[config.mk]
export PLATFORM = sky130hd
export DESIGN_NAME = cntr_8_flat
export DESIGN_NICKNAME = d
export VERILOG_FILES = /design/src/rtl/cntr_8_pkg.sv /design/src/rtl/cntr_8_if.sv /design/src/rtl/cntr_8_ns.sv /design/src/rtl/cntr_8.sv /design/src/flat_wrapper.sv
export SDC_FILE = /design/constraint.sdc
export NUM_CORES = 1
export LEC_CHECK = 0
export BUFFER_PORTS_ARGS = -buffer_cell sky130_fd_sc_hd__buf_4
export CAP_MARGIN = 25
export CORE_UTILIZATION = 45
export CTS_CLUSTER_SIZE = 16
export DETAILED_ROUTE_END_ITERATION = 6
export PLACE_DENSITY = 0.81
export SLEW_MARGIN = 20
export SYNTH_ARGS = -nofsm -noshare
export SYNTH_HDL_FRONTEND = slang
export SYNTH_HIERARCHICAL = 1
export SYNTH_SLANG_ARGS = --single-unit
export TNS_END_PERCENT = 50
[constraint.sdc]
create_clock -name clk -period 2.45 [get_ports clk]
set_clock_uncertainty 0.05 [all_clocks]
set_input_delay 0.49 -clock clk [delete_from_list [all_inputs] [get_ports clk]]
set_output_delay 0.49 -clock clk [all_outputs]
set_load 0.02 [all_outputs]
[src/rtl/cntr_8_pkg.sv]
// Shared types and constants for the cntr_8 loadable up/down counter.
// State codes are fixed because o_state exposes them directly.
package cntr_8_pkg;

    localparam int STATE_W    = 3;
    localparam int CNTR_WIDTH = 8;

    // 3'b110 and 3'b111 are illegal and fall back to IDLE in the next-state logic.
    typedef enum logic [STATE_W-1:0] {
        IDLE = 3'b000,
        LOAD = 3'b001,
        INC  = 3'b010,
        INC2 = 3'b011,
        DEC  = 3'b100,
        DEC2 = 3'b101
    } state_e;

endpackage : cntr_8_pkg

[src/rtl/cntr_8_if.sv]
// Signal bundle between cntr_8 and whatever drives it.
// There is no handshake: inputs are sampled on every rising clk edge, and outputs are registered.
interface cntr_8_if
    import cntr_8_pkg::*;
#(
    parameter int WIDTH = CNTR_WIDTH
) ();

    logic               inc;
    logic               load;
    logic [WIDTH-1:0]   d_in;
    logic [WIDTH-1:0]   d_out;
    logic [STATE_W-1:0] o_state;

    modport master (
        output inc,
        output load,
        output d_in,
        input  d_out,
        input  o_state
    );

    modport slave (
        input  inc,
        input  load,
        input  d_in,
        output d_out,
        output o_state
    );

endinterface : cntr_8_if

[src/rtl/cntr_8_ns.sv]
// Purely combinational next-state logic for the cntr_8 FSM.
// load has priority over inc in every state, including the illegal codes.
module cntr_8_ns
    import cntr_8_pkg::*;
(
    input  state_e state,
    input  logic   load,
    input  logic   inc,
    output state_e next_state
);

    always_comb begin
        next_state = IDLE;
        if (load) begin
            next_state = LOAD;
        end else begin
            unique case (state)
                IDLE, LOAD, INC2, DEC2: next_state = inc ? INC : DEC;
                INC:                    next_state = inc ? INC2 : DEC;
                DEC:                    next_state = inc ? INC : DEC2;
                default:                next_state = IDLE;
            endcase
        end
    end

endmodule : cntr_8_ns

[src/rtl/cntr_8.sv]
// 8-bit loadable up/down counter with a Moore FSM; the new count is selected from next_state.
// When CNTR_SAT_EN is defined, the count saturates at all-ones and at zero instead of wrapping.
module cntr_8
    import cntr_8_pkg::*;
#(
    parameter int WIDTH = CNTR_WIDTH
) (
    input  logic   clk,
    input  logic   reset_n,
    cntr_8_if.slave bus
);

    localparam logic [WIDTH-1:0] ONE = {{(WIDTH-1){1'b0}}, 1'b1};

    state_e           state_q;
    state_e           state_d;
    logic [WIDTH-1:0] cnt_q;
    logic [WIDTH-1:0] cnt_d;

    cntr_8_ns u_ns (
        .state      (state_q),
        .load       (bus.load),
        .inc        (bus.inc),
        .next_state (state_d)
    );

    always_comb begin
        cnt_d = '0;
        unique case (state_d)
            LOAD:      cnt_d = bus.d_in;
`ifdef CNTR_SAT_EN
            INC, INC2: cnt_d = (&cnt_q) ? cnt_q : cnt_q + ONE;
            DEC, DEC2: cnt_d = (cnt_q == '0) ? cnt_q : cnt_q - ONE;
`else
            INC, INC2: cnt_d = cnt_q + ONE;
            DEC, DEC2: cnt_d = cnt_q - ONE;
`endif
            default:   cnt_d = '0;
        endcase
    end

    always_ff @(posedge clk or negedge reset_n) begin
        if (!reset_n) begin
            state_q <= IDLE;
            cnt_q   <= '0;
        end else begin
            state_q <= state_d;
            cnt_q   <= cnt_d;
        end
    end

    assign bus.d_out   = cnt_q;
    assign bus.o_state = state_q;

endmodule : cntr_8

[src/flat_wrapper.sv]
// flat-port wrapper written by rule: the top's interface ports become plain ports
module cntr_8_flat import cntr_8_pkg::*;
#(
    parameter int WIDTH = CNTR_WIDTH
)
  (clk, reset_n, bus_inc, bus_load, bus_d_in, bus_d_out, bus_o_state);
  cntr_8_if #(.WIDTH(WIDTH)) bus_i ();
  input  logic clk;
  input  logic reset_n;
  input wire logic [$bits(bus_i.inc)-1:0] bus_inc;
  input wire logic [$bits(bus_i.load)-1:0] bus_load;
  input wire logic [$bits(bus_i.d_in)-1:0] bus_d_in;
  output wire logic [$bits(bus_i.d_out)-1:0] bus_d_out;
  output wire logic [$bits(bus_i.o_state)-1:0] bus_o_state;
  assign bus_i.inc = bus_inc;
  assign bus_i.load = bus_load;
  assign bus_i.d_in = bus_d_in;
  assign bus_d_out = bus_i.d_out;
  assign bus_o_state = bus_i.o_state;
  cntr_8 #(.WIDTH(WIDTH)) u_core (.clk(clk), .reset_n(reset_n), .bus(bus_i));
endmodule
Word-level counts from Yosys, hierarchy flattened. Cells that the tools add are included.

Add/sub/neg operators: 2. Equality and inequality tests: 10. Muxes and demuxes: 6. Reduce and logical (&&, ||, !) cells: 4.

Operators by type and width (count): $pmux 8 s3 (1); $eq 3x2->1 const B (4); $eq 3x3->1 const B (4); $mux 3 (4); $pmux 3 s3 (1); $add 8x1->8 const B (1); $sub 8x1->8 const B (1); $eq 3x1->1 const B (2); $reduce_or 2->1 (2); $reduce_or 4->1 (1); $logic_not 3->1 (1).

Register bits after elaboration: 11. Bits of input ports: 12. Word-level logic and storage cells: 24.

Logic depth before layout (Yosys ltp). Gate-level depths: netlist of the first run.

Depth in word-level cells: 7. Mapped depth: 10. Gate-level depth less buffers: 10.

Cells and area by module. Netlist of the first run, hierarchy kept.

Modules (own cells, without submodules): cntr_8 (times used 1, cells each 77, area each 747.0 um2, seq. area each 275.3 um2); cntr_8_ns (times used 1, cells each 6, area each 42.5 um2, seq. area each 0.0 um2).

Least setup slack after synthesis of the first run. OpenSTA, ideal clock, no wires.

Path kind: reg-to-reg. Start point: register u_core.state_q[2] (netlist: u_core/bus.o_state[2]). End point: register u_core.cnt_q[7] (netlist: u_core/bus.d_out[7]). Setup time: 0.137 ns. Arrival time: 2.277 ns. Required time: 2.263 ns. Setup slack: -0.014 ns. Stages on the path, launching flop included: 11. Clock period less this slack: 2.464 ns. Cells stage by stage: dfrtp_1 a21oi_1 and2_1 inv_1 ha_1 ha_1 clkbuf_2 nand2_1 o31a_1 a311oi_1 o211ai_1.

Longest elaborated chain between the ends: 7. Elaborated cells on any way between the ends: 17. Those cells by class: 10 x eq/ne; 3 x mux; 4 x reduce/logical.

Ends and longest elaborated chain: start, declared (line cntr_8.sv:15) `state_e state_q;`; start signal, assigned (line cntr_8.sv:47) `state_q <= state_d;`; $eq 3x1->1 (tied with other cells) (line cntr_8_ns.sv:17) `unique case (state)`; $reduce_or 4->1 (line cntr_8_ns.sv:17); $pmux 3 s3 * (line cntr_8_ns.sv:17); $mux 3 * (line cntr_8_ns.sv:14) `if (load) begin`; via u_core.state_d[1] (line cntr_8.sv:16) `state_e state_d;`; $eq 3x3->1 or $eq 3x2->1 (tied branches) (line cntr_8.sv:29) `unique case (state_d)`; $reduce_or 2->1 (line cntr_8.sv:29); $pmux 8 s3 * (line cntr_8.sv:29); via u_core.cnt_d[7] (line cntr_8.sv:18) `logic [WIDTH-1:0] cnt_d;`; end signal, assigned (line cntr_8.sv:48) `cnt_q <= cnt_d;`; end, declared (line cntr_8.sv:17) `logic [WIDTH-1:0] cnt_q;`.

The timed path passes the listed nets; every way through them passes the cells marked *.

Worst setup path in the final report of the first run.
Start point: register u_core.state_q[2] (netlist: u_core/bus.o_state[2]). End point: register u_core.cnt_q[6] (netlist: u_core/bus.d_out[6]).

Same word-level chain as after synthesis.

==> impl_metrics.toml, run 1 <==
[place]
dpl.hpwl_um = 1450
numPortBuffers = 22
place_ws_ns = -0.0754
gp_congestion = 0.870
post_dp_cell_area_sq_um = 1050

[floorplanning]
dieArea_sq_um = 1930
dieHeight_um = 43.9
die_w_um = 43.9
io_pins = 23
core-area_sq_um = 1580
initial_core_util_pct = 50.1
num_rows = 14

[critical_path]
startpoint = "u_core/bus.o_state[2]"
critPathLaunchType = "flop"
reg2reg_to = "u_core/bus.d_out[6]"
path_class = "reg -> reg"
path_max_fanout = 8
r2r_start = "u_core/bus.o_state[2]"
crit_arrival_ns = 2.47
reg2reg_depth = 9
critical_path.endpoint_type = "flop"
cp-endpoint = "u_core/bus.d_out[6]"
r2r_slack_ns = 0.12
cp.required_ns = 2.60

[timing]
worstMarginPinSlew_ns = 0.631
setup_viol = 0
hold_viol_final = 0
post-route-period-util_pct = 94.9
tns_ns = 0
fin_hold_ws_ns = 0.336
relSlewSlack_pct = 57.8
worst_slack_ns = 0.125
fmax_mhz = 430
drv_slew = 0
post-route-min-period_ns = 2.33

[global_route]
grt_pass1_wl_um = 3360
grt-ovfl-total = 0
grt_pass1_vias = 813
grt_antenna_before_repair = 0
grt_max_degree = 15
grt_usage_pct = 23.8

[logic_synthesis]
syn_inst = 83
synth.avg_cell_area_sq_um = 9.51
ys_seq_elements = 11
syn_area_sq_um = 790
ys_top_cells_by_area = "dfrtp_1 35%, ha_1 11%, nand2_1 5.2%, nor4b_1 3.3%, o21ai_0 3.2%"
synth_edf_count = 0
ys_types = 36
yosys_warnings = 6
yosys.area.top_type = "dfrtp_1"
syn_nets = 103
async_reset_ff_share_pct = 100
yosysTopAreaCellShare_pct = 34.9
synth_ff_type = "dfrtp_1"
yosysSeqAreaShare_pct = 34.9

[finish]
final_util_pct = 70.2
multi_input_area_sq_um = 500
final-seq-area_sq_um = 275
insertedDiodeCount = 0
area_growth_pct = 40.3
n_fill_cell = 130
design_area_sq_um = 1110
layout.nets = 140
drive_above_1_share_pct = 37.0

[clocking]
cts.sinks = 11
clock_latency_ns = 0.30
path_clk_slew_ns = 0.09
cts_buffer_depth = 2
cts_tree = "built"
cts_buffers = 3
htree_levels = 1
cts_root_buf = "clkbuf_4"

[drt]
via_per_inst = 5.73
drt-wirelength-per-cell_um = 15.0
num_vias = 773
dr.pass1.iters = 6
ant_nets = 0
routed_wl_um = 2030
route.detailed.drc = 0
drt_iter0_markers = 15

[outcome]
status = "complete, no violations"

[worst_hold_path]
min_path_type = "in -> reg"
whs_path_depth = 3

[run]
cap_violations = 0

[power]
leakage_nw = 0.530
power_density_nw_per_um2 = 677
ir_drop_uv = 356
## where the power goes
group          switching, mW  internal [mW]  leakage, nW  total, mW
registers             0.0263          0.214        0.138      0.240
logic                  0.187          0.181        0.374      0.368
clock network         0.0810         0.0609       0.0177      0.142
total                  0.294          0.456        0.530      0.750
## placed cells by master, fill, tap and decap left out, drive strengths merged
master       synthesis  final
dfrtp               11     11
clkinv               0      1
nand3b               1      1
nor4                 2      2
clkbuf               2      3
xnor2                1      1
nor2                 1      1
o21ai                5      5
o31ai                2      2
nor4b                3      3
xor2                 2      2
nor3b                4      4
o21bai               1      1
o21a                 2      2
a311oi               1      1
or2                  1      1
fa                   1      1
and2                 1      1
a21o                 1      1
o31a                 2      2
inv                  5      5
ha                   7      7
o2111a               1      1
o211ai               1      1
or3                  1      1
mux2i                1      1
buf                  1     34
nand2               11     11
a211oi               3      3
nor4bb               1      1
nor2b                2      2
dlygate4sd3          0      1
nor3                 1      1
a21oi                3      3
nand3                1      1
## synthesized netlist by cell type (2+ instances only)
master,instances
o21a_1,2
a21oi_1,3
xor2_1,2
ha_1,7
o31ai_1,2
nor4b_1,3
nand2_1,11
inv_1,5
o21ai_0,5
nor3b_1,3
nor4_1,2
o31a_1,2
a211oi_1,3
dfrtp_1,11
## routing by layer
metal | wire [um] | share of wire (%) | global-route usage [%]
met2 | 1020 | 50 | 44.5
met5 | 0 | 0 | 0
met3 | 113 | 5.6 | 3.75
met4 | 23 | 1.1 | 7.27
met1 | 871 | 43 | 27.5
## flip-flops by register name, summed over array words and instances, names as in the netlist
name and count:
u_core/bus.d_out 8, u_core/bus.o_state 3
## final cells by class
class	count	share of cell area, %
clock buffer	3	2.03
clock inverter	1	0.452
inverter	5	1.69
multi-input combinational	64	45.2
sequential	11	24.9
tap	16	1.81
timing repair buffer	35	24.0
## how the worst min path moves through the flow
stage | start | endpoint | slack (ns)
2_1_floorplan | reset_n | u_core/bus.d_out[0] | 0.14
3_3_place_gp | reset_n | u_core/bus.d_out[0] | 0.29
3_5_place_dp | reset_n | u_core/bus.d_out[1] | 0.29
4_1_cts | bus_d_in[0] | u_core/bus.d_out[0] | 0.34
5_1_grt | bus_d_in[2] | u_core/bus.d_out[2] | 0.36
6_report | bus_d_in[0] | u_core/bus.d_out[0] | 0.34
## through the flow
stage | total power, mW | std cells
final | 0.750 | 135
after global routing | 0.795 | 135
after CTS | 0.741 | 135
after detailed placement | 0.600 | 130
after global placement | 0.589 | 130
after floorplan | 0.448 | 83
## critical path, cell delays in order (launching register included)
cell and delay, ns:
dfrtp_1 0.42, a21oi_2 0.17, and2_1 0.16, inv_1 0.07, ha_4 0.19, ha_1 0.31, nor2b_4 0.14, o2111a_1 0.25
o31a_1 0.28, o31ai_1 0.19
## cell families after synthesis
group / Yosys count / share of synthesized area, %
AO/OA/AOI/OAI: 22 / 19.3
AND/OR/NAND/NOR: 30 / 23.5
multiplexers: 1 / 1.27
adder cells (fa/ha/maj): 8 / 13.6
XOR/XNOR: 3 / 3.33
flip-flops: 11 / 34.9
buffers and inverters: 8 / 4.12
## timing repair
action | CTS | global route
hold buffers | 1 | 0
hold endpoints to repair | 11 | 0
buffers inserted | 0 | 0
resized for setup | 0 | 3
setup endpoints to repair | 0 | 3
Note: power is estimated with default switching activity, not from simulation.
==> inputs of run 2 (changes only) <==
--- a/config.mk
+++ b/config.mk
@@ -10,7 +10,7 @@
 export CORE_UTILIZATION = 45
 export CTS_CLUSTER_SIZE = 16
 export DETAILED_ROUTE_END_ITERATION = 6
-export PLACE_DENSITY = 0.81
+export PLACE_DENSITY = 0.78
 export SLEW_MARGIN = 20
 export SYNTH_ARGS = -nofsm -noshare
 export SYNTH_HDL_FRONTEND = slang
==> constraint.sdc (replaced) <==
create_clock -name clk -period 2.9 [get_ports clk]
set_clock_uncertainty 0.05 [all_clocks]
set_input_delay 0.58 -clock clk [delete_from_list [all_inputs] [get_ports clk]]
set_output_delay 0.58 -clock clk [all_outputs]
set_load 0.02 [all_outputs]
==> run 2 against run 1 <==
Against the previous run:
- hold slack worse by 0.26 ns
- power down 22%
- first-iteration DRC count up 93%
- cell area down 9.5%
- routed wire length down 9.7%
- sequential power down 16%
- critical path type unchanged
- critical endpoint is now u_core/bus.d_out[7]
- largest cell class unchanged
- largest power group unchanged
==> impl_metrics.toml, run 2 (synthesis gave the netlist of run 1 again) <==
[place]
dpl.hpwl_um = 1360
gp_congestion = 0.813
dp_cells = 120
numPortBuffers = 22
place_ws_ns = 0.115
post_dp_cell_area_sq_um = 976

[critical_path]
cpMostUsedCell = "ha_1"
r2r_start = "u_core/bus.o_state[2]"
r2r_slack_ns = 0.32
crit_path_max_incr_delay_ns = 0.41
reg2reg_depth = 8
cp.required_ns = 3.00
cpMaxStageDelayCell = "dfrtp_1"
path_class = "reg -> reg"
critPathLaunchType = "flop"
crit_arrival_ns = 2.67
path_max_fanout = 8
path_cells = "a21oi_1, nor2b_1, ha_1, ha_1, o21ai_0, o31a_1, a311oi_1, o211ai_1"
critical_path.endpoint_type = "flop"
reg2reg_to = "u_core/bus.d_out[7]"

[finish]
drive_above_1_share_pct = 27.8
design_area_sq_um = 1000
area_growth_pct = 26.9
stdcell_count = 124
largest_reg_flops = 8
n_fill_cell = 144
layout.nets = 129
insertedDiodeCount = 0
mostFrequentLayoutCells = "24 x buf_4, 11 x nand2_1, 11 x dfrtp_1, 7 x ha_1"
final_util_pct = 63.6
final_common_cell = "buf_4"

[global_route]
top_usage_layer = "met2"
gr-usage-met1_pct = 26.7
grt-ovfl-total = 0
met3_usage_pct = 3.75
grt_max_degree = 15
grt_pass1_wl_um = 3000
globalRouteMet2Util_pct = 35.8
grt_antenna_before_repair = 0
grt_pass1_vias = 663
grt_usage_pct = 21.8

[clocking]
cts.sinks = 11
path_clk_slew_ns = 0.08
cts_root_buf = "clkbuf_4"
cts_tree = "built"
htree_levels = 1
cts_buffer_depth = 2
cts-hold-fix-buffers = 0
clock_latency_ns = 0.28
cts_resized = 0
cts_buffers = 3
cts_setup_buffers = 0

[power]
power_density_nw_per_um2 = 586
p_total_mw = 0.587
leakage_nw = 0.472
ir_drop_uv = 324

[drt]
drt_iter0_markers = 29
drt-wirelength-per-cell_um = 14.8
dr.pass1.iters = 6
routed_wl_um = 1830
via_per_inst = 5.94
ant_nets = 0
num_vias = 736
route.detailed.drc = 0

[floorplanning]
die_w_um = 43.9
core-area_sq_um = 1580
dieHeight_um = 43.9
num_rows = 14
io_pins = 23
dieArea_sq_um = 1930
initial_core_util_pct = 50.1

[timing]
tns_ns = 0
hold_viol_final = 0
fmax_mhz = 388
post-route-min-period_ns = 2.58
rsz0062_at_grt = "false"
post-route-period-util_pct = 88.8
fin_hold_ws_ns = 0.0754
drv_slew = 0
setup_viol = 0
worst_slack_ns = 0.324
relSlewSlack_pct = 61.1
worstMarginPinSlew_ns = 0.581

[worst_hold_path]
min_path_type = "in -> async"

[outcome]
status = "complete, no violations"

[run]
cap_violations = 0
run 2: worst max-delay path by stage:
stage / start / endpoint / slack [ns] / cells past startpoint
final: u_core/bus.o_state[2] / u_core/bus.d_out[7] / 0.32 / 8
after global routing: u_core/bus.o_state[2] / u_core/bus.d_out[7] / 0.16 / 8
after CTS: u_core/bus.o_state[2] / u_core/bus.d_out[6] / 0.35 / 8
after detailed placement: bus_load / u_core/bus.d_out[6] / 0.12 / 9
after global placement: bus_load / u_core/bus.d_out[6] / 0.19 / 9
after floorplan: bus_load / u_core/bus.d_out[7] / 0.37 / 10
run 2: metal layers:
metal | up-vias | share of wire (%) | routed length, um
met3 | 4 | 4.7 | 86
li1 | 359 | - | -
met4 | 0 | 2.5 | 46
met5 | - | 0 | 0
met2 | 22 | 47 | 854
met1 | 351 | 46 | 847
run 2: power breakdown:
group	switching, mW	total, mW	internal (mW)
combinational	0.149	0.276	0.126
sequential	0.0216	0.202	0.181
clock	0.0558	0.109	0.0534
total	0.227	0.587	0.360
run 2: cell type report:
class,count,area (sq um),share of cell area (%)
clock buffers,4,26.3,2.62
multi-input cells,64,482,48.1
repair buffers,24,180,18.0
flip-flops and latches,11,275,27.5
well taps,16,20.0,2.00
inverters,5,18.8,1.87
run 2: worst max-delay path: cells and delay by family (launching register included):
kind                     cells  cell delay (ns)
AO/OA/AOI/OAI                5             1.03
adder cells (fa/ha/maj)      2             0.71
flip-flops                   1             0.41
AND/OR/NAND/NOR              1             0.26
==> inputs of run 3 (changes only) <==
--- a/config.mk
+++ b/config.mk
@@ -10,7 +10,7 @@
 export CORE_UTILIZATION = 45
 export CTS_CLUSTER_SIZE = 16
 export DETAILED_ROUTE_END_ITERATION = 6
-export PLACE_DENSITY = 0.78
+export PLACE_DENSITY = 0.71
 export SLEW_MARGIN = 20
 export SYNTH_ARGS = -nofsm -noshare
 export SYNTH_HDL_FRONTEND = slang
==> run 3 against run 2 <==
Against the previous run:
- clock power shrank 6%
- maximum frequency rose by 0.14%
- non-clock buffer count is the same
==> impl_metrics.toml, run 3 (synthesis gave the netlist of run 1 again) <==
[global_route]
grt_pass1_vias = 718
grt_antenna_before_repair = 0
met3_usage_pct = 6.25
gr-usage-met1_pct = 24.9
grt_max_degree = 15
top_usage_layer = "met2"
grt_pass1_wl_um = 3000
grt-ovfl-total = 0
globalRouteMet2Util_pct = 37.0
grt_usage_pct = 21.0

[worst_hold_path]
min_path_type = "in -> async"

[timing]
drv_slew = 0
fmax_mhz = 389
tns_ns = 0
post-route-min-period_ns = 2.57
fin_hold_ws_ns = 0.0865
relSlewSlack_pct = 60.2
setup_viol = 0
hold_viol_final = 0
worstMarginPinSlew_ns = 0.595
rsz0062_at_grt = "false"
post-route-period-util_pct = 88.7

[outcome]
status = "complete, no violations"

[drt]
dr.pass1.iters = 6
routed_wl_um = 1700
num_vias = 724
route.detailed.drc = 0
via_per_inst = 5.84
drt-wirelength-per-cell_um = 13.7
drt_iter0_markers = 7
ant_nets = 0

[power]
ir_drop_uv = 422
p_total_mw = 0.578
leakage_nw = 0.472
power_density_nw_per_um2 = 577

[place]
gp_congestion = 0.850
post_dp_cell_area_sq_um = 976
numPortBuffers = 22
dpl.hpwl_um = 1290

[critical_path]
critPathLaunchType = "flop"
path_max_fanout = 8
critical_path.endpoint_type = "flop"
cp.required_ns = 3.02
path_class = "reg -> reg"
crit_arrival_ns = 2.69
r2r_slack_ns = 0.33
reg2reg_depth = 8

[floorplanning]
initial_core_util_pct = 50.1
num_rows = 14
core-area_sq_um = 1580
die_w_um = 43.9
dieArea_sq_um = 1930
dieHeight_um = 43.9
io_pins = 23

[clocking]
clock_latency_ns = 0.27
cts-hold-fix-buffers = 0
cts_root_buf = "clkbuf_4"
cts_tree = "built"
cts_resized = 0
cts_setup_buffers = 0
cts_buffers = 3
cts.sinks = 11
cts_buffer_depth = 2
path_clk_slew_ns = 0.07
htree_levels = 1

[finish]
area_growth_pct = 26.9
layout.nets = 129
insertedDiodeCount = 0
largest_reg_flops = 8
mostFrequentLayoutCells = "24 x buf_4, 11 x nand2_1, 11 x dfrtp_1, 7 x ha_1"
final_common_cell = "buf_4"
n_fill_cell = 142
design_area_sq_um = 1000
final_util_pct = 63.6
drive_above_1_share_pct = 27.8

[run]
cap_violations = 0
==> run 3: worst paths after layout <==
| kind | from | endpoint |
|---|---|---|
| max | u_core/bus.o_state[2] | u_core/bus.d_out[6] |
| min | reset_n | u_core/bus.d_out[1] |
| max reg2reg | u_core/bus.o_state[2] | u_core/bus.d_out[6] |
| min reg2reg | u_core/bus.d_out[0] | u_core/bus.d_out[0] |
| max in group asynchronous | reset_n | u_core/bus.d_out[4] |
| min in group clk | bus_d_in[1] | u_core/bus.d_out[1] |
==> run 3: worst max-delay path, stage by stage (launching register included) <==
cell and delay, ns:
dfrtp_1 0.40, a21oi_1 0.16, nor2b_1 0.26, ha_1 0.39, ha_1 0.35, nor2b_4 0.15
o2111a_1 0.24, o31a_1 0.27, o31ai_1 0.20
==> run 3: metal layers <==
metal  wire length [um]  vias to the layer above
met2                812                       19
met3                 74                        2
li1                   -                      358
met5                  0                        -
met4                 10                        0
met1                798                      345
==> run 3: layout make-up <==
| cell class | count | area [sq um] | area share (%) |
|---|---|---|---|
| Multi-Input combinational cell | 64 | 482 | 48.1 |
| Sequential cell | 11 | 275 | 27.5 |
| Timing Repair Buffer | 24 | 180 | 18.0 |
| Clock buffer | 4 | 26.3 | 2.62 |
| Tap cell | 16 | 20.0 | 2.00 |
| Inverter | 5 | 18.8 | 1.87 |
==> run 3: report_power, final <==
part	internal (mW)	switching (mW)	leakage [nW]
clock network	0.0532	0.0498	0.0150
registers	0.181	0.0208	0.138
logic	0.126	0.148	0.318
total	0.360	0.218	0.472
==> run 3: through the flow <==
stage                     worst slack, ns  cells
after global routing               0.0577    124
final                               0.328    124
after detailed placement           0.0731    120
after floorplan                     0.370     83
after CTS                           0.319    124
after global placement              0.152    120
